**src/rtl/serial_subtractor.sv**
```systemverilog
// Bit-serial unsigned subtractor: one bit per clock, LSB first, WIDTH clocks per operation.
// Optional macro SERIAL_SUBTRACTOR_SAT_EN clamps negative results to zero.
module serial_subtractor #(
   parameter int WIDTH = 8
) (
   input  logic             clk,
   input  logic             rst_n,
   input  logic             start,
   input  logic [WIDTH-1:0] a,
   input  logic [WIDTH-1:0] b,
   output logic             busy,
   output logic             done,
   output logic [WIDTH-1:0] diff,
   output logic             borrow,
   output logic             zero
);

   localparam int CW = $clog2(WIDTH + 1);

   typedef enum logic [1:0] {IDLE, RUN, DONE} state_t;

   state_t           state, state_nx;
   logic [WIDTH-1:0] sa, sb;
   logic [WIDTH-2:0] sr;
   logic [CW-1:0]    cnt;
   logic             bin;
   logic             accept, last;
   logic             d, bout;
   logic [WIDTH-1:0] res;

   assign accept = start && (state != RUN);
   assign last   = (state == RUN) && (cnt == CW'(WIDTH - 1));

   // Full-subtractor slice on the current LSBs.
   assign d    = sa[0] ^ sb[0] ^ bin;
   assign bout = (~sa[0] & sb[0]) | (~(sa[0] ^ sb[0]) & bin);
   assign res  = {d, sr};

   always_ff @(posedge clk or negedge rst_n) begin
      if (!rst_n) state <= IDLE;
      else        state <= state_nx;
   end

   always_comb begin
      state_nx = state;
      case (state)
         IDLE:    if (accept) state_nx = RUN;
         RUN:     if (last)   state_nx = DONE;
         DONE:    state_nx = accept ? RUN : IDLE;
         default: state_nx = IDLE;
      endcase
   end

   always_comb begin
      busy = (state == RUN);
      done = (state == DONE);
   end

   always_ff @(posedge clk or negedge rst_n) begin
      if (!rst_n) begin
         sa     <= '0;
         sb     <= '0;
         sr     <= '0;
         cnt    <= '0;
         bin    <= 1'b0;
         diff   <= '0;
         borrow <= 1'b0;
         zero   <= 1'b0;
      end else if (accept) begin
         sa  <= a;
         sb  <= b;
         cnt <= '0;
         bin <= 1'b0;
      end else if (state == RUN) begin
         sa  <= sa >> 1;
         sb  <= sb >> 1;
         sr  <= res[WIDTH-1:1];
         bin <= bout;
         cnt <= cnt + 1'b1;
         if (last) begin
            borrow <= bout;
`ifdef SERIAL_SUBTRACTOR_SAT_EN
            diff <= bout ? '0 : res;
            zero <= bout ? 1'b1 : (res == '0);
`else
            diff <= res;
            zero <= (res == '0);
`endif
         end
      end
   end

endmodule
```
**config.mk**
```make
export PLATFORM = sky130hd
export DESIGN_NAME = serial_subtractor
export DESIGN_NICKNAME = d
export VERILOG_FILES = /design/src/rtl/serial_subtractor.sv
export SDC_FILE = /design/constraint.sdc
export NUM_CORES = 1
export LEC_CHECK = 0
export CAP_MARGIN = 10
export CORE_ASPECT_RATIO = 1.75
export CORE_UTILIZATION = 35
export DETAILED_ROUTE_END_ITERATION = 12
export HOLD_SLACK_MARGIN = 0.05
export MAX_ROUTING_LAYER = met4
export SLEW_MARGIN = 20
export SYNTH_ARGS = -nofsm -noshare
export SYNTH_HDL_FRONTEND = slang
export SYNTH_SLANG_ARGS = --single-unit
```
**constraint.sdc**
```tcl
create_clock -name clk -period 2.1 [get_ports clk]
set_clock_uncertainty 0.05 [all_clocks]
set_input_delay 0.63 -clock clk [delete_from_list [all_inputs] [get_ports clk]]
set_output_delay 0.63 -clock clk [all_outputs]
set_load 0.01 [all_outputs]
```
==> flow_summary.yaml, run 1 <==
status:
  run_status: "completed"
route:
  drtIter0Drc: 9
  dr.pass1.iters: 3
  drtAntennaViolNets: 0
  wirelength_mm: 2.89
  vias_per_cell: 4.75
  num_vias: 1155
  drc_errors: 0
  wl_per_cell_um: 11.9
layout:
  layout_common_cells: "nand2_1, dfrtp_1, clkdlybuf4s50_1, o21ai_0, mux2i_1"
  multi_input_area_um2: 678
  area_growth_pct: 25.0
  drive_gt1_frac: 0.126
  fillCellCount: 446
  diodes: 0
  final_nets: 211
  ff_latch_area_mm2: 0.00100
timing:
  worstMarginPinSlew_ns: 0.500
  slew_viol_final: 0
  setup_viol: 0
  tns_ns: 0
  finalHoldViolCount: 0
  period_share: 0.966
  period_needed_ns: 2.03
  rsz0062_at_grt: "false"
  slew_headroom: 0.667
  fmax_mhz: 493
  setup_ws_ns: 0.0710
setup_path:
  crit_path_start_kind: "flip-flop"
  max_stage_delay_ns: 0.55
  cp_num_buf_inv: 1
  crit_path_top_delay_cell: "clkdlybuf4s50_1"
  endpoint_kind: "output pin"
  crit_path_start: "state[0]"
  crit_family: "buffers and inverters"
  crit_type: "reg -> out"
  crit_chain: "nor2b_1 -> clkdlybuf4s50_1"
  r2r-end: "diff[4]"
  r2r_start: "state[1]"
  worstPathRequired_ns: 1.42
  crit_fanout: 3
  arrival_ns: 1.35
  rr_worst_depth: 5
  reg2reg_slack_ns: 0.44
hold_path:
  hp-class: "in -> async"
place:
  portBuffers: 30
  preCtsSetupSlack_ns: 0.289
  place_hpwl_mm: 2.09
  place.gp.congestion: 0.680
power:
  power.density_mw_per_mm2: 1320
  ir_drop_v: 0.000889
  p_leak_nw: 1.03
global_route:
  grt.overflow.total: 0
  grt_usage: 0.128
  grt_antenna_before_repair: 0
  grt_max_degree: 42
  grt_pass1_vias: 1175
  grt_pass1_wl_mm: 5.15
synthesis:
  synthCells: 157
  syn-num-nets: 178
  synth.avg_cell_area_um2: 11.2
  synth_cell_types: 21
  yosysSeqAreaShare: 0.568
  yosysWarnings: 0
  ys_seq_elements: 40
  synth_area_mm2: 0.00176
clock_tree:
  hold_buffers: 0
  htree_levels: 2
  clock-root-buffer: "clkbuf_8"
  cts_sinks: 40
  path_clk_slew_ns: 0.07
  clockBufferDepth: 2
  cts-buffers-inserted: 5
  tritoncts: "done"
  clock_latency_ns: 0.28
die:
  die_w_um: 55.7
  coreArea_mm2: 0.00475
  row_count: 33
  die_area_mm2: 0.00534
  pin_count: 31
  die_h_um: 95.9
  start_util: 0.371
run:
  drv_cap: 0
-- where the power goes --
part           switching (W)  internal [W]
Sequential          0.000216       0.00110
Clock               0.000246      0.000262
Combinational       0.000524      0.000568
Total               0.000987       0.00193
-- state kept, by name, summed over array words and instances, names as in the netlist --
| signal | count |
|---|---|
| cnt | 4 |
| borrow | 1 |
| bin | 1 |
| zero | 1 |
| state | 2 |
| diff | 8 |
| sb | 8 |
| sa | 8 |
| sr | 7 |
-- per-layer routing --
| layer | track usage | share of wire |
|---|---|---|
| met2 | 0.217 | 0.51 |
| met5 | - | 0 |
| met4 | 0.0438 | 0.010 |
| met1 | 0.144 | 0.44 |
| met3 | 0.0363 | 0.042 |
-- timing repair --
| action | in CTS | in global routing |
|---|---|---|
| setup buffers | 0 | 0 |
| endpoints found under the setup margin | 1 | 0 |
| gates resized for setup | 1 | 0 |
-- synthesized netlist by cell type --
cell type | number | area (µm²)
clkbuf_1 | 2 | 7.51
nor4_1 | 2 | 12.5
nor3_4 | 1 | 16.3
mux2_4 | 7 | 105
buf_8 | 1 | 15.0
ha_1 | 1 | 12.5
buf_2 | 4 | 20.0
nand3_1 | 4 | 20.0
nand2b_1 | 1 | 6.26
buf_4 | 1 | 7.51
buf_6 | 1 | 11.3
nand2_1 | 40 | 150
mux2i_1 | 19 | 190
mux2_2 | 2 | 22.5
dfrtp_1 | 40 | 1000
o21ai_0 | 20 | 100
fa_1 | 1 | 20.0
nor2b_1 | 1 | 6.26
xor2_1 | 1 | 8.76
nor2_1 | 2 | 7.51
inv_1 | 6 | 22.5
-- stage by stage --
stage | cell area, µm² | hold WS, ns | total power [W] | std cells | utilization
floorplan | 1760 | 0.284 | 0.00204 | 157 | -
global placement | 2110 | 0.412 | 0.00240 | 235 | 0.445
detailed placement | 2110 | 0.421 | 0.00247 | 235 | 0.445
CTS | 2200 | 0.357 | 0.00298 | 243 | 0.464
global route | 2200 | 0.378 | 0.00317 | 243 | 0.464
finish | 2200 | 0.341 | 0.00292 | 243 | 0.464
-- cell type report --
class,count,share of cell area
Multi-Input combinational cell,102,0.308
Clock inverter,2,0.00454
Timing Repair Buffer,35,0.156
Clock buffer,6,0.0375
Sequential cell,40,0.454
Inverter,6,0.0102
Tap cell,52,0.0295
-- how the worst max path moves through the flow --
stage / to / slack [ns] / cells after the start
floorplan: busy / 0.50 / 4
global placement: busy / 0.33 / 3
detailed placement: sa[5] / 0.29 / 4
CTS: done / 0.04 / 2
global route: done / 0.008 / 2
finish: done / 0.07 / 2
-- logic make-up (layout without fill, tap and decap cells) --
logic type      count (synthesis)  count (layout)  share of synthesized area
simple gates                   51              51                      0.124
flops                          40              40                      0.568
mux                            28              28                      0.180
compound gates                 20              20                     0.0568
buf+inv                        15              49                     0.0476
fa+ha+maj                       2               2                     0.0185
xor+xnor                        1               1                    0.00497
(Power assumes the default switching activity.)
==> run 2: changes to the inputs <==
==> constraint.sdc (replaced) <==
create_clock -name clk -period 1.75 [get_ports clk]
set_clock_uncertainty 0.05 [all_clocks]
set_input_delay 0.525 -clock clk [delete_from_list [all_inputs] [get_ports clk]]
set_output_delay 0.525 -clock clk [all_outputs]
set_load 0.01 [all_outputs]
==> flow_summary.yaml, run 2 (synthesis gave the netlist of run 1 again) <==
global_route:
  grt.overflow.total: 0
  grt_antenna_before_repair: 0
  grt_max_degree: 42
  grt_usage: 0.135
  grt_pass1_vias: 1242
  grt_pass1_wl_mm: 5.44
run:
  drv_cap: 0
timing:
  setup_viol: 0
  slew_headroom: 0.675
  period_needed_ns: 1.69
  period_share: 0.965
  finalHoldViolCount: 0
  slew_viol_final: 0
  fmax_mhz: 592
  worstMarginPinSlew_ns: 0.487
  rsz0062_at_grt: "false"
clock_tree:
  clock_latency_ns: 0.29
  clockBufferDepth: 2
  htree_levels: 2
  clock-root-buffer: "clkbuf_8"
  post-cts-setup-buffers: 0
  path_clk_slew_ns: 0.08
  cts-buffers-inserted: 5
  tritoncts: "done"
  hold_buffers: 0
  cts_sinks: 40
setup_path:
  crit_path_top_delay_cell: "dfrtp_1"
  crit_fanout: 2
  endpoint_kind: "output pin"
  r2r_start: "state[1]"
  worstPathRequired_ns: 1.17
  crit_path_start_kind: "flip-flop"
  max_stage_delay_ns: 0.37
  crit_chain: "nand2b_1 -> inv_1 -> clkdlybuf4s15_1"
  arrival_ns: 1.11
  crit_path_start: "state[1]"
  crit_type: "reg -> out"
layout:
  utilization: 0.467
  fin_area_mm2: 0.00222
  area_growth_pct: 25.8
  reg_top3: "diff: 8 flops, sa: 8 flops, sb: 8 flops"
  final_nets: 211
  diodes: 0
  layout_common_cells: "nand2_1, dfrtp_1, o21ai_0, mux2i_1, clkdlybuf4s50_1"
  drive_gt1_frac: 0.120
status:
  run_status: "completed"
die:
  coreArea_mm2: 0.00475
  pin_count: 31
  die_area_mm2: 0.00534
  die_h_um: 95.9
  start_util: 0.371
  die_w_um: 55.7
  row_count: 33
hold_path:
  hp-class: "in -> async"
place:
  portBuffers: 30
  place_area_mm2: 0.00212
  place.gp.congestion: 0.669
  place_hpwl_mm: 2.27
power:
  p_leak_nw: 1.05
  ir_drop_v: 0.00112
  power.density_mw_per_mm2: 1610
route:
  wirelength_mm: 3.16
  num_vias: 1220
  wl_per_cell_um: 13.0
  drtAntennaViolNets: 0
  dr.pass1.iters: 4
  vias_per_cell: 5.02
  drc_errors: 0
  drtIter0Drc: 26
==> run 2: changes by cell type in the layout (fill, tap and decap cells not counted) <==
cell	before	now
clkdlybuf4s50_1	28	17
dlygate4sd2_1	1	11
buf_12	1	2
buf_4	4	3
bufinv_16	0	1
clkbuf_1	0	1
clkbuf_8	6	5
clkdlybuf4s15_1	0	1
clkinv_2	2	1
==> run 2: through the flow <==
stage	power [W]	hold WS [ns]	TNS [ns]	setup slack (ns)	std cells
finish	0.00357	0.231	0	0.0606	243
global route	0.00386	0.275	0	0.000696	243
CTS	0.00363	0.248	0	0.0247	243
detailed placement	0.00299	0.424	-0.0336	-0.0336	235
global placement	0.00289	0.412	0	0.0802	235
floorplan	0.00245	0.179	0	0.255	157
==> run 2: what timing repair did <==
| action | in CTS | in global routing |
|---|---|---|
| pin swaps | 0 | 0 |
| cloned | 0 | 0 |
| setup endpoints to repair | 12 | 1 |
| gates resized for setup | 12 | 1 |
==> run 2: power by group <==
group | internal, W | switching, W
Sequential | 0.00132 | 0.000273
Clock | 0.000423 | 0.000302
Combinational | 0.000615 | 0.000638
==> run 2: final cells by class <==
cell class              count  area (µm²)
inverters                   6        22.5
multi-input cells         102         678
flip-flops and latches     40        1000
clock buffers               6        72.6
well taps                  52        65.1
fillers                   452        2530
clock inverters             2        35.0
repair buffers             35         344
==> run 2: critical path, delay by kind of cell, from the launching register on <==
kind                   cells  cell delay [ns]
buffers and inverters      2             0.31
DFF                        1             0.37
and+or+nand+nor            1             0.15
==> run 2: path summary, 6_finish.rpt <==
path | endpoint | slack (ns) | cells after the start
max | busy | 0.06 | 3
min | bin | 0.23 | 2
max reg2reg | diff[4] | 0.14 | 5
min reg2reg | sb[2] | 0.44 | 2
max in group asynchronous | diff[6] | 1.08 | 2
min in group clk | sb[2] | 0.44 | 2
==> run 2: layer usage <==
metal  wire, µm  global-route usage  vias up
li1           -                   -      585
met1       1310               0.152      595
met2       1680               0.234       34
met3        126              0.0323        6
met4         53              0.0500        0
met5          0                   -        -
==> patch, RTL diff (flow settings as in run 1) <==
Register the inputs `start`, `a` and `b` before use, without a reset. The logic sees them one clock later.
--- a/src/rtl/serial_subtractor.sv
+++ b/src/rtl/serial_subtractor.sv
@@ -19,6 +19,16 @@
 
    typedef enum logic [1:0] {IDLE, RUN, DONE} state_t;
 
+   logic start_q;
+   logic [WIDTH-1:0] a_q;
+   logic [WIDTH-1:0] b_q;
+
+   always_ff @(posedge clk) begin
+      start_q <= start;
+      a_q     <= a;
+      b_q     <= b;
+   end
+
    state_t           state, state_nx;
    logic [WIDTH-1:0] sa, sb;
    logic [WIDTH-2:0] sr;
@@ -28,7 +38,7 @@
    logic             d, bout;
    logic [WIDTH-1:0] res;
 
-   assign accept = start && (state != RUN);
+   assign accept = start_q && (state != RUN);
    assign last   = (state == RUN) && (cnt == CW'(WIDTH - 1));
 
    // Full-subtractor slice on the current LSBs.
@@ -67,8 +77,8 @@
          borrow <= 1'b0;
          zero   <= 1'b0;
       end else if (accept) begin
-         sa  <= a;
-         sb  <= b;
+         sa  <= a_q;
+         sb  <= b_q;
          cnt <= '0;
          bin <= 1'b0;
       end else if (state == RUN) begin
Formal check against the unedited RTL: not equivalent (a bounded check fails within 4 cycles, from zero or initial values and one cycle with rst_n low).
==> patch against run 1 <==
Global-route usage rose by 0.62 points; power rose by 22%; maximum frequency rose by 6.7%; core utilization fell by 0.95 points; routed wire length rose by 23%; final area rose by 20%; sequential cell count rose by 17; worst hold slack got worse by 120 ps; synthesized area rose by 19%; sequential power rose by 24%; highest routed layer unchanged; critical path type unchanged; worst setup slack improved by 130 ps; die area rose by 19%.
==> patch: results (changes against run 1) <==
- Status: completed
- Num CTS Buffers: 9 (+4)
- Routed WL: 3.54 mm (+23%)
- Resized cells post-CTS: 2 (+1)
- Critical Path Sink: busy
- First-pass GRT wire length: 5.83 mm (+13%)
- Synth Net Count: 193 (+8.4%)
- Distinct cell type count after synthesis: 25 (+19%)
- Hpwl dp: 2.40 mm (+15%)
- Dominant cells by area after synthesis: dfrtp_1 48%, dfxtp_1 16%, mux2i_1 9.1%
- P_leak: 1.22 nW (+18%)
- Post-synth top cells: 40 x dfrtp_1, 38 x nand2_1, 19 x mux2i_1
- Slew HR: 65.7% (-1.0 points)
- CP Launch Point: state[1]
- Design area: 2650 um^2 (+20%)
- Fill cells: 554 (+24%)
- Non-Filler Instances: 293 (+21%)
- Via count: 1,306 (+13%)
- Largest stage delay, worst path: 390 ps (-160 ps)
- Die area: 6320 um^2 (+19%)
- Area post-placement: 2490 um^2 (+18%)
- Worst R2R Start: sa[0]
- Share of cells above drive strength 1: 15.3% (+2.8 points)
- # clk buffers: 12 (+6)
- Inverter count: 5 (-1)
- Multi-input gate area: 698 um^2 (+3.0%)
- Mux cell area share after synthesis: 15.7% (-2.4 points)
- Worst-Skew Late Latency: 330 ps (+50 ps)
- GP Congestion: 0.748 (+10%)
- Post-synth ARST share: 70.2% (-30 points)
- Synth Area in XOR/XNOR: 0.417% (-0.080 points)
- DRT iter0 DRCs: 53 (+44)
- DP Cell Count: 277 (+18%)
[patch: changes by cell type after synthesis, moves of 2 or more]
cell / before / now
clkbuf_1: 2 / 4
dfxtp_1: 0 / 17
inv_1: 6 / 4
nand2_1: 40 / 38
nand3_1: 4 / 1
nand3b_1: 0 / 2
o21ai_0: 20 / 18
[patch: where the power goes]
group          internal [mW]  switching (mW)
clock                  0.452           0.401
sequential              1.43           0.216
combinational          0.560           0.499
total                   2.44            1.12
[patch: logic make-up (layout without fill, tap and decap cells)]
| group | count (synthesis) | in the layout |
|---|---|---|
| AO/OA/AOI/OAI | 19 | 19 |
| XOR/XNOR | 1 | 1 |
| adder cells (fa/ha/maj) | 2 | 2 |
| buffers and inverters | 13 | 56 |
| flip-flops | 57 | 57 |
| multiplexers | 29 | 29 |
| AND/OR/NAND/NOR | 51 | 51 |
[patch: per-layer routing]
metal	global-route usage (%)	part of all wire, %
met4	11.0	2.9
met1	12.8	42
met5	-	0
met3	4.48	3.5
met2	20.6	52
